--- src/rtl/instr_fetch_unit_pkg.sv ---
// rtl/instr_fetch_unit_pkg.sv - shared constants and state encoding for the fetch stage
//
// Purpose: default widths, the halt instruction encoding and the fetch FSM states.
// Ports:   none (package).
package instr_fetch_unit_pkg;

  localparam int DEF_ADDR_W = 8;
  localparam int DEF_DATA_W = 32;
  localparam logic [DEF_DATA_W-1:0] DEF_HALT_WORD = 32'hFFFF_FFFF;

  // 2'd3 is unused; the FSM falls back to IDLE if it ever appears.
  typedef enum logic [1:0] {
    ST_IDLE   = 2'd0,
    ST_RUN    = 2'd1,
    ST_HALTED = 2'd2
  } fetch_state_t;

endpackage

--- src/rtl/instr_fetch_unit_pc_reg.sv ---
// rtl/instr_fetch_unit_pc_reg.sv - program counter with load, increment and hold
//
// Purpose: holds the fetch PC; load wins over increment, increment wraps silently.
// Ports:
//   clk        in   clock, rising edge
//   rst        in   synchronous active-high reset, loads RESET_PC
//   load       in   load load_addr this cycle
//   load_addr  in   ADDR_W  value for load
//   inc        in   advance PC by one (modulo 2**ADDR_W)
//   pc         out  ADDR_W  current program counter
module instr_fetch_unit_pc_reg #(
  parameter int ADDR_W = 8,
  parameter logic [ADDR_W-1:0] RESET_PC = '0
) (
  input  logic              clk,
  input  logic              rst,
  input  logic              load,
  input  logic [ADDR_W-1:0] load_addr,
  input  logic              inc,
  output logic [ADDR_W-1:0] pc
);

  localparam logic [ADDR_W-1:0] ONE = {{(ADDR_W-1){1'b0}}, 1'b1};

  always_ff @(posedge clk) begin
    if (rst) begin
      pc <= RESET_PC;
    end else if (load) begin
      pc <= load_addr;
    end else if (inc) begin
      pc <= pc + ONE;
    end
  end

endmodule

--- src/rtl/instr_fetch_unit.sv ---
// rtl/instr_fetch_unit.sv - fetch stage: PC, IDLE/RUN/HALTED FSM and IF/ID register
//
// Purpose: addresses the zero-latency instruction memory with the PC and captures
//          the returned word into the IF/ID register under a valid/ready handshake.
// Ports:
//   CLK            in   clock, rising edge
//   RST            in   synchronous active-high reset
//   START          in   one-cycle pulse, leaves IDLE
//   IMEM_A         out  ADDR_W  instruction memory word address (= PC)
//   IMEM_RD        in   DATA_W  combinational read data
//   REDIRECT       in   load PC from REDIRECT_ADDR, flush IF/ID
//   REDIRECT_ADDR  in   ADDR_W  redirect target
//   ID_READY       in   decoder accepts INSTR this cycle
//   INSTR          out  DATA_W  IF/ID instruction
//   INSTR_PC       out  ADDR_W  address INSTR came from
//   INSTR_VALID    out  INSTR is valid
//   HALTED         out  FSM is in HALTED
module instr_fetch_unit
  import instr_fetch_unit_pkg::*;
#(
  parameter int ADDR_W = DEF_ADDR_W,
  parameter int DATA_W = DEF_DATA_W,
  parameter logic [ADDR_W-1:0] RESET_PC = '0,
  parameter logic [DATA_W-1:0] HALT_WORD = DEF_HALT_WORD
) (
  input  logic              CLK,
  input  logic              RST,
  input  logic              START,
  output logic [ADDR_W-1:0] IMEM_A,
  input  logic [DATA_W-1:0] IMEM_RD,
  input  logic              REDIRECT,
  input  logic [ADDR_W-1:0] REDIRECT_ADDR,
  input  logic              ID_READY,
  output logic [DATA_W-1:0] INSTR,
  output logic [ADDR_W-1:0] INSTR_PC,
  output logic              INSTR_VALID,
  output logic              HALTED
);

  fetch_state_t      state, state_next;
  logic [ADDR_W-1:0] pc;
  logic              pc_load, pc_inc;
  logic              capture;
  logic              valid_next;
  logic              slot_free;

  instr_fetch_unit_pc_reg #(
    .ADDR_W   (ADDR_W),
    .RESET_PC (RESET_PC)
  ) u_pc_reg (
    .clk       (CLK),
    .rst       (RST),
    .load      (pc_load),
    .load_addr (REDIRECT_ADDR),
    .inc       (pc_inc),
    .pc        (pc)
  );

  assign IMEM_A    = pc;
  assign slot_free = !INSTR_VALID || ID_READY;
  assign HALTED    = (state == ST_HALTED);

  always_comb begin
    state_next = state;
    pc_load    = 1'b0;
    pc_inc     = 1'b0;
    capture    = 1'b0;
    valid_next = INSTR_VALID;
    case (state)
      ST_IDLE: begin
        pc_load    = REDIRECT;
        valid_next = 1'b0;
        if (START) state_next = ST_RUN;
      end
      ST_RUN: begin
        if (REDIRECT) begin
          // Wrong-path word is dropped even if decode never took it.
          pc_load    = 1'b1;
          valid_next = 1'b0;
        end else if (slot_free) begin
          capture    = 1'b1;
          valid_next = 1'b1;
          // The halt word is delivered but the PC parks on its address.
          if (IMEM_RD == HALT_WORD) state_next = ST_HALTED;
          else                      pc_inc     = 1'b1;
        end
      end
      ST_HALTED: begin
        if (REDIRECT) begin
          pc_load    = 1'b1;
          valid_next = 1'b0;
          state_next = ST_RUN;
        end else if (INSTR_VALID && ID_READY) begin
          valid_next = 1'b0;
        end
      end
      default: begin
        state_next = ST_IDLE;
        valid_next = 1'b0;
      end
    endcase
  end

  always_ff @(posedge CLK) begin
    if (RST) begin
      state       <= ST_IDLE;
      INSTR       <= '0;
      INSTR_PC    <= '0;
      INSTR_VALID <= 1'b0;
    end else begin
      state       <= state_next;
      INSTR_VALID <= valid_next;
      if (capture) begin
        INSTR    <= IMEM_RD;
        INSTR_PC <= pc;
      end
    end
  end

endmodule

--- config.mk ---
export PLATFORM = sky130hd
export DESIGN_NAME = instr_fetch_unit
export DESIGN_NICKNAME = d
export VERILOG_FILES = /design/src/rtl/instr_fetch_unit_pkg.sv /design/src/rtl/instr_fetch_unit_pc_reg.sv /design/src/rtl/instr_fetch_unit.sv
export SDC_FILE = /design/constraint.sdc
export NUM_CORES = 1
export LEC_CHECK = 0
export ABC_AREA = 1
export CAP_MARGIN = 20
export CORE_ASPECT_RATIO = 1.75
export CORE_MARGIN = 2
export CORE_UTILIZATION = 29
export DETAILED_ROUTE_END_ITERATION = 8
export GPL_ROUTABILITY_DRIVEN = 0
export MAX_ROUTING_LAYER = met4
export SYNTH_ARGS = -nofsm -noshare
export SYNTH_HDL_FRONTEND = slang
export SYNTH_HIERARCHICAL = 1
export SYNTH_SLANG_ARGS = --single-unit
--- constraint.sdc ---
create_clock -name CLK -period 3.1 [get_ports CLK]
set_input_delay 0.465 -clock CLK [delete_from_list [all_inputs] [get_ports CLK]]
set_output_delay 0.465 -clock CLK [all_outputs]
set_load 0.02 [all_outputs]
# == Yosys cells after proc, flatten, opt, wreduce, memory -nomap -nowiden ==
# Index checks and enable logic that the tools add are counted.
# word_totals
register_bits,51
latch_bits,0
ramBits,0
romBits,0
inputBits,45
output_inout_bits,50
word_cells,46
mem_count,0
# op_classes
n_addsub,1
n_mul,0
n_div,0
order_cmp,0
n_eq_ne,10
shifts,0
muxes,22
bitwise_logic,0
n_reduce_logical,8
# ops
op,n
== test 32 bit (second input constant),1
two-way mux 8 bit,2
two-way mux 1 bit,12
two-way mux 2 bit,5
inequality test 2 bit (second input constant),5
adder 8 x 1 -> 8 bit (second input constant),1
case mux 2 bit (3 select lines),1
AND reduction 5 bit,1
case mux 1 bit (2 select lines),2
inequality test 3 x 2 -> 1 bit (second input constant),1
inequality test 3 bit (second input constant),1
== test 2 x 1 -> 1 bit (second input constant),1
== test 2 bit (second input constant),1
logical NOT 2 bit,1
AND reduction 2 bit,1
nonzero test 2 bit,1
OR reduction 2 bit,1
logical AND 1 bit,1
logical NOT 1 bit,1
logical OR 1 bit,1

# == Depth between registers and ports, before layout ==
# depth
word_depth,7
mapped_depth,11
depth_no_buf,11

# == Hierarchy ==
# Netlist, hierarchy kept.
# modules_own_cells
mod,instances,cells_each,area_each_um2
instr_fetch_unit,1,231,1706.6
instr_fetch_unit_pc_reg,1,70,489.2

# == Least setup slack after synthesis ==
# Ideal clock, no wire load.
# synth_path
kind,input to register
start,input port REDIRECT
end,register u_pc_reg.pc[4]
setup_ps,115
arrival_ps,1616
required_ps,2985
slack_ps,1369
stages,9
n_path_buf,1
cell_sequence,inv_1 > nand3_4 > clkbuf_2 > a21oi_1 > nand4_1 > nand2_1 > nand2_1 > o21ai_0 > inv_1
# synth_via
elab_chain_cells,3
elab_cells_between_ends,6
classes_between,mux (5); reduce/logical (1)
# synth_rtl
element,line,source
from (decl),instr_fetch_unit.sv:31,"input logic REDIRECT,"
two-way mux 1 bit,instr_fetch_unit.sv:76,if (REDIRECT) begin
two-way mux 1 bit,instr_fetch_unit.sv:69,case (state)
via pc_inc,instr_fetch_unit.sv:42,"logic pc_load, pc_inc;"
nonzero test 2 bit (no source line),n/a,
to (signal assigned),instr_fetch_unit_pc_reg.sv:29,pc <= load_addr;
to (signal assigned),instr_fetch_unit_pc_reg.sv:31,pc <= pc + ONE;
to (decl),instr_fetch_unit_pc_reg.sv:20,output logic [ADDR_W-1:0] pc
# The timed path passes the listed nets, and every way through them passes these cells.
# A chain may end at the register's enable or synchronous reset.

# == Worst setup path in the final report ==
# layout_path
start,input port ID_READY
end,register u_pc_reg.pc[4]
# layout_via
elab_chain_cells,5
# layout_rtl
element,line,source
from (decl),instr_fetch_unit.sv:33,"input logic ID_READY,"
logical OR 1 bit,instr_fetch_unit.sv:60,assign slot_free = !INSTR_VALID || ID_READY;
two-way mux 1 bit,instr_fetch_unit.sv:80,end else if (slot_free) begin
two-way mux 1 bit,instr_fetch_unit.sv:76,
two-way mux 1 bit,instr_fetch_unit.sv:69,
via pc_inc,instr_fetch_unit.sv:42,
nonzero test 2 bit (no source line),n/a,
# The timed path passes the listed nets, and every way through them passes these cells.

==> out/metrics.yaml <==
cellLeakagePower_nw: 1.28
cts_hold_buf: 0
grt_pass1_vias: 2026
worst_pin_slew_ns: 0.412
ioPinCount: 95
synth_top_area_share_pct: 46.5
postRouteAntennaNets: 0
coreArea_um2: 7460
fmax_mhz: 483
min_to: "INSTR[2]"
synth_seq_cells: 51
yosysUniqueCellTypes: 28
whs_path_depth: 2
whs_ns: 0.483
grt_max_degree: 42
finClkSkew_ns: 0.00456
synth_xor_area_share_pct: 0.399
io_buffers: 94
synth_nets: 347
cts_setup_buffers: 0
root_buffer: "clkbuf_16"
cts_sinks: 51
setup_viol: 0
rows: 42
antenna_cells: 0
fin_crit_ns: 2.07
status: "finished, final reports clean"
hold_class: "register to register"
clockBufferDepth: 2
regToRegSetupSlack_ns: 1.22
rsz0062_at_grt: "false"
wirelength_mm: 6.21
netlist.top_cell.by_area: "dfxtp_1"
grt_usage_pct: 15.7
dr.first_iter.drc_count: 97
htree_num_levels: 2
ir_worst_vdd_mv: 0.261
grt_remaining_overflow: 0
worstPathArrival_ns: 2.26
slowest_stage: "clkdlybuf4s50_1"
timing.final.hold_violations: 0
cp_common_cell: "nand2_1"
cp_data_required_time_ns: 3.29
cts_tree: "built"
hpwlAfterDp_mm: 4.59
yosys_warnings: 6
crit_fanout: 24
num_vias: 2180
maxSlewViolCount: 0
slowest_delay_ns: 0.47
syn_inst: 301
path_buf_inv: 3
cap_violations: 0
antenna_found_initial: 0
drtPass1Iterations: 4
fp.dieArea_um2: 8310
clk_latency_ns: 0.29
avgSynthCellArea_um2: 7.30
slew_headroom_pct: 72.5
start_util_pct: 29.4
die_h_um: 119
setup-tns-final_ns: 0
power_density_nw_per_um2: 504
clkTransAtPathRegs_ns: 0.07
netlist_area_um2: 2200
cts_buffers: 5
reg2regPathDepth: 9
r2r_end: "u_pc_reg/pc[4]"
min_from: "INSTR[2]"
cts_resized: 0
postPlaceCellArea_um2: 3160
vias_per_cell: 4.53
ys_top_cells_by_area: "dfxtp_1, nor2_1, nand2_1"
synth_top_family_by_area: "simple AND/OR/NAND/NOR gates"
fin_crit_sh_pct: 66.7
r2r-start: "state[0]"
layout-drive-gt1-share_pct: 6.36
worstSetupStartpointType: "primary input"
synth-compound-area-share_pct: 15.2
post-route-util_pct: 44.7
nets: 438
synthAdderAreaFrac_pct: 0.570
die_w_um: 69.8
synth_seq_area_share_pct: 46.5
crit_type: "primary input to register"
wl_per_cell_um: 12.9
end_kind: "register"
design_area_um2: 3340
drc_errors: 0
synth_mux_area_share_pct: 0
crit_family: "simple AND/OR/NAND/NOR gates"
crit_chain: "clkdlybuf4s50_1 > inv_1 > nand2_1 > nand3_4 > a21oi_1 > nand4_1 > nand2_1 > nand2_1 > o21ai_0 > inv_1"
syn_to_final_growth_pct: 52.0
grt_pass1_wl_mm: 9.87
yosys.area_share.simple_pct: 29.6
[report_power, final]
group / leakage (nW) / switching (mW) / internal [mW]
Clock: 0.0868 / 0.240 / 0.402
Combinational: 0.773 / 0.157 / 0.158
Sequential: 0.419 / 0.0302 / 0.697
Total: 1.28 / 0.427 / 1.26
[flip-flops by register name, indices dropped and copies added, names as in the netlist]
signal	flops
u_pc_reg/pc	8
INSTR	32
state	2
INSTR_VALID	1
INSTR_PC	8
[layout make-up]
class / count / area, um^2
Multi-Input combinational cell: 221 / 1000
Clock buffer: 6 / 139
Sequential cell: 51 / 1020
Inverter: 16 / 65.1
Clock inverter: 2 / 35.0
Tap cell: 88 / 110
Fill cell: 776 / 4130
Timing Repair Buffer: 97 / 963
[worst reg2reg max path, delay by kind of cell (launching register included)]
family | cells | cell delay [ns]
and+or+nand+nor | 5 | 0.69
AOI/OAI and AO/OA | 2 | 0.53
DFF | 1 | 0.43
buffers and inverters | 2 | 0.13
[synth_stat cells]
master	instances
nand3_4	1
nand2_1	41
inv_6	1
inv_1	12
clkbuf_1	4
a22oi_1	4
nand4_1	1
nor2_4	1
o21ai_0	24
a21oi_2	1
a21oi_1	9
buf_6	1
nand2_2	2
nand3_2	2
xor2_1	1
nor3_1	2
buf_8	4
clkbuf_2	4
nand3_1	7
o21ai_1	20
o22ai_1	1
ha_1	1
nor2_1	97
nor2_2	3
o211ai_1	1
inv_2	3
o21bai_1	2
dfxtp_1	51
[cells in the final DEF, fill, tap and decap left out, drive strengths merged, types with 2 or more instances in the layout]
cell             n
nor2           101
clkdlybuf4s50   94
dfxtp           51
o21ai           44
nand2           43
inv             16
a21oi           10
nand3           10
clkbuf           6
a22oi            4
buf              3
nor3             2
o21bai           2
[metrics by stage]
stage | instances | total power, mW | setup slack [ns]
4_1_cts | 481 | 1.71 | 1.01
3_3_place_gp | 473 | 1.06 | 0.759
6_report | 481 | 1.68 | 1.03
5_1_grt | 481 | 1.76 | 0.829
3_5_place_dp | 473 | 1.06 | 0.697
2_1_floorplan | 301 | 0.897 | 1.37
[worst max-delay path by stage]
stage	startpoint	end	slack, ns	cells past startpoint
4_1_cts	ID_READY	u_pc_reg/pc[4]	1.01	10
3_3_place_gp	ID_READY	u_pc_reg/pc[4]	0.76	10
3_5_place_dp	ID_READY	u_pc_reg/pc[4]	0.70	10
2_1_floorplan	REDIRECT	u_pc_reg/pc[4]	1.37	9
5_1_grt	ID_READY	u_pc_reg/pc[4]	0.83	10
6_report	ID_READY	u_pc_reg/pc[4]	1.03	10
[per-layer routing]
layer	up-vias	part of all wire [%]	GRT usage, %	wire, um
met2	49	56	28.6	3490
met3	8	4.0	3.38	251
met4	0	2.1	7.69	128
met5	-	0	-	0
met1	975	38	15.4	2330
li1	1148	-	-	-
[cells by family (layout without fill, tap and decap cells)]
logic type,count (synthesis),after routing
buffers and inverters,29,121
AO/OA/AOI/OAI,62,62
adder cells (fa/ha/maj),1,1
flip-flops,51,51
AND/OR/NAND/NOR,157,157
XOR/XNOR,1,1
No activity file was read; power rests on OpenSTA's default activity.
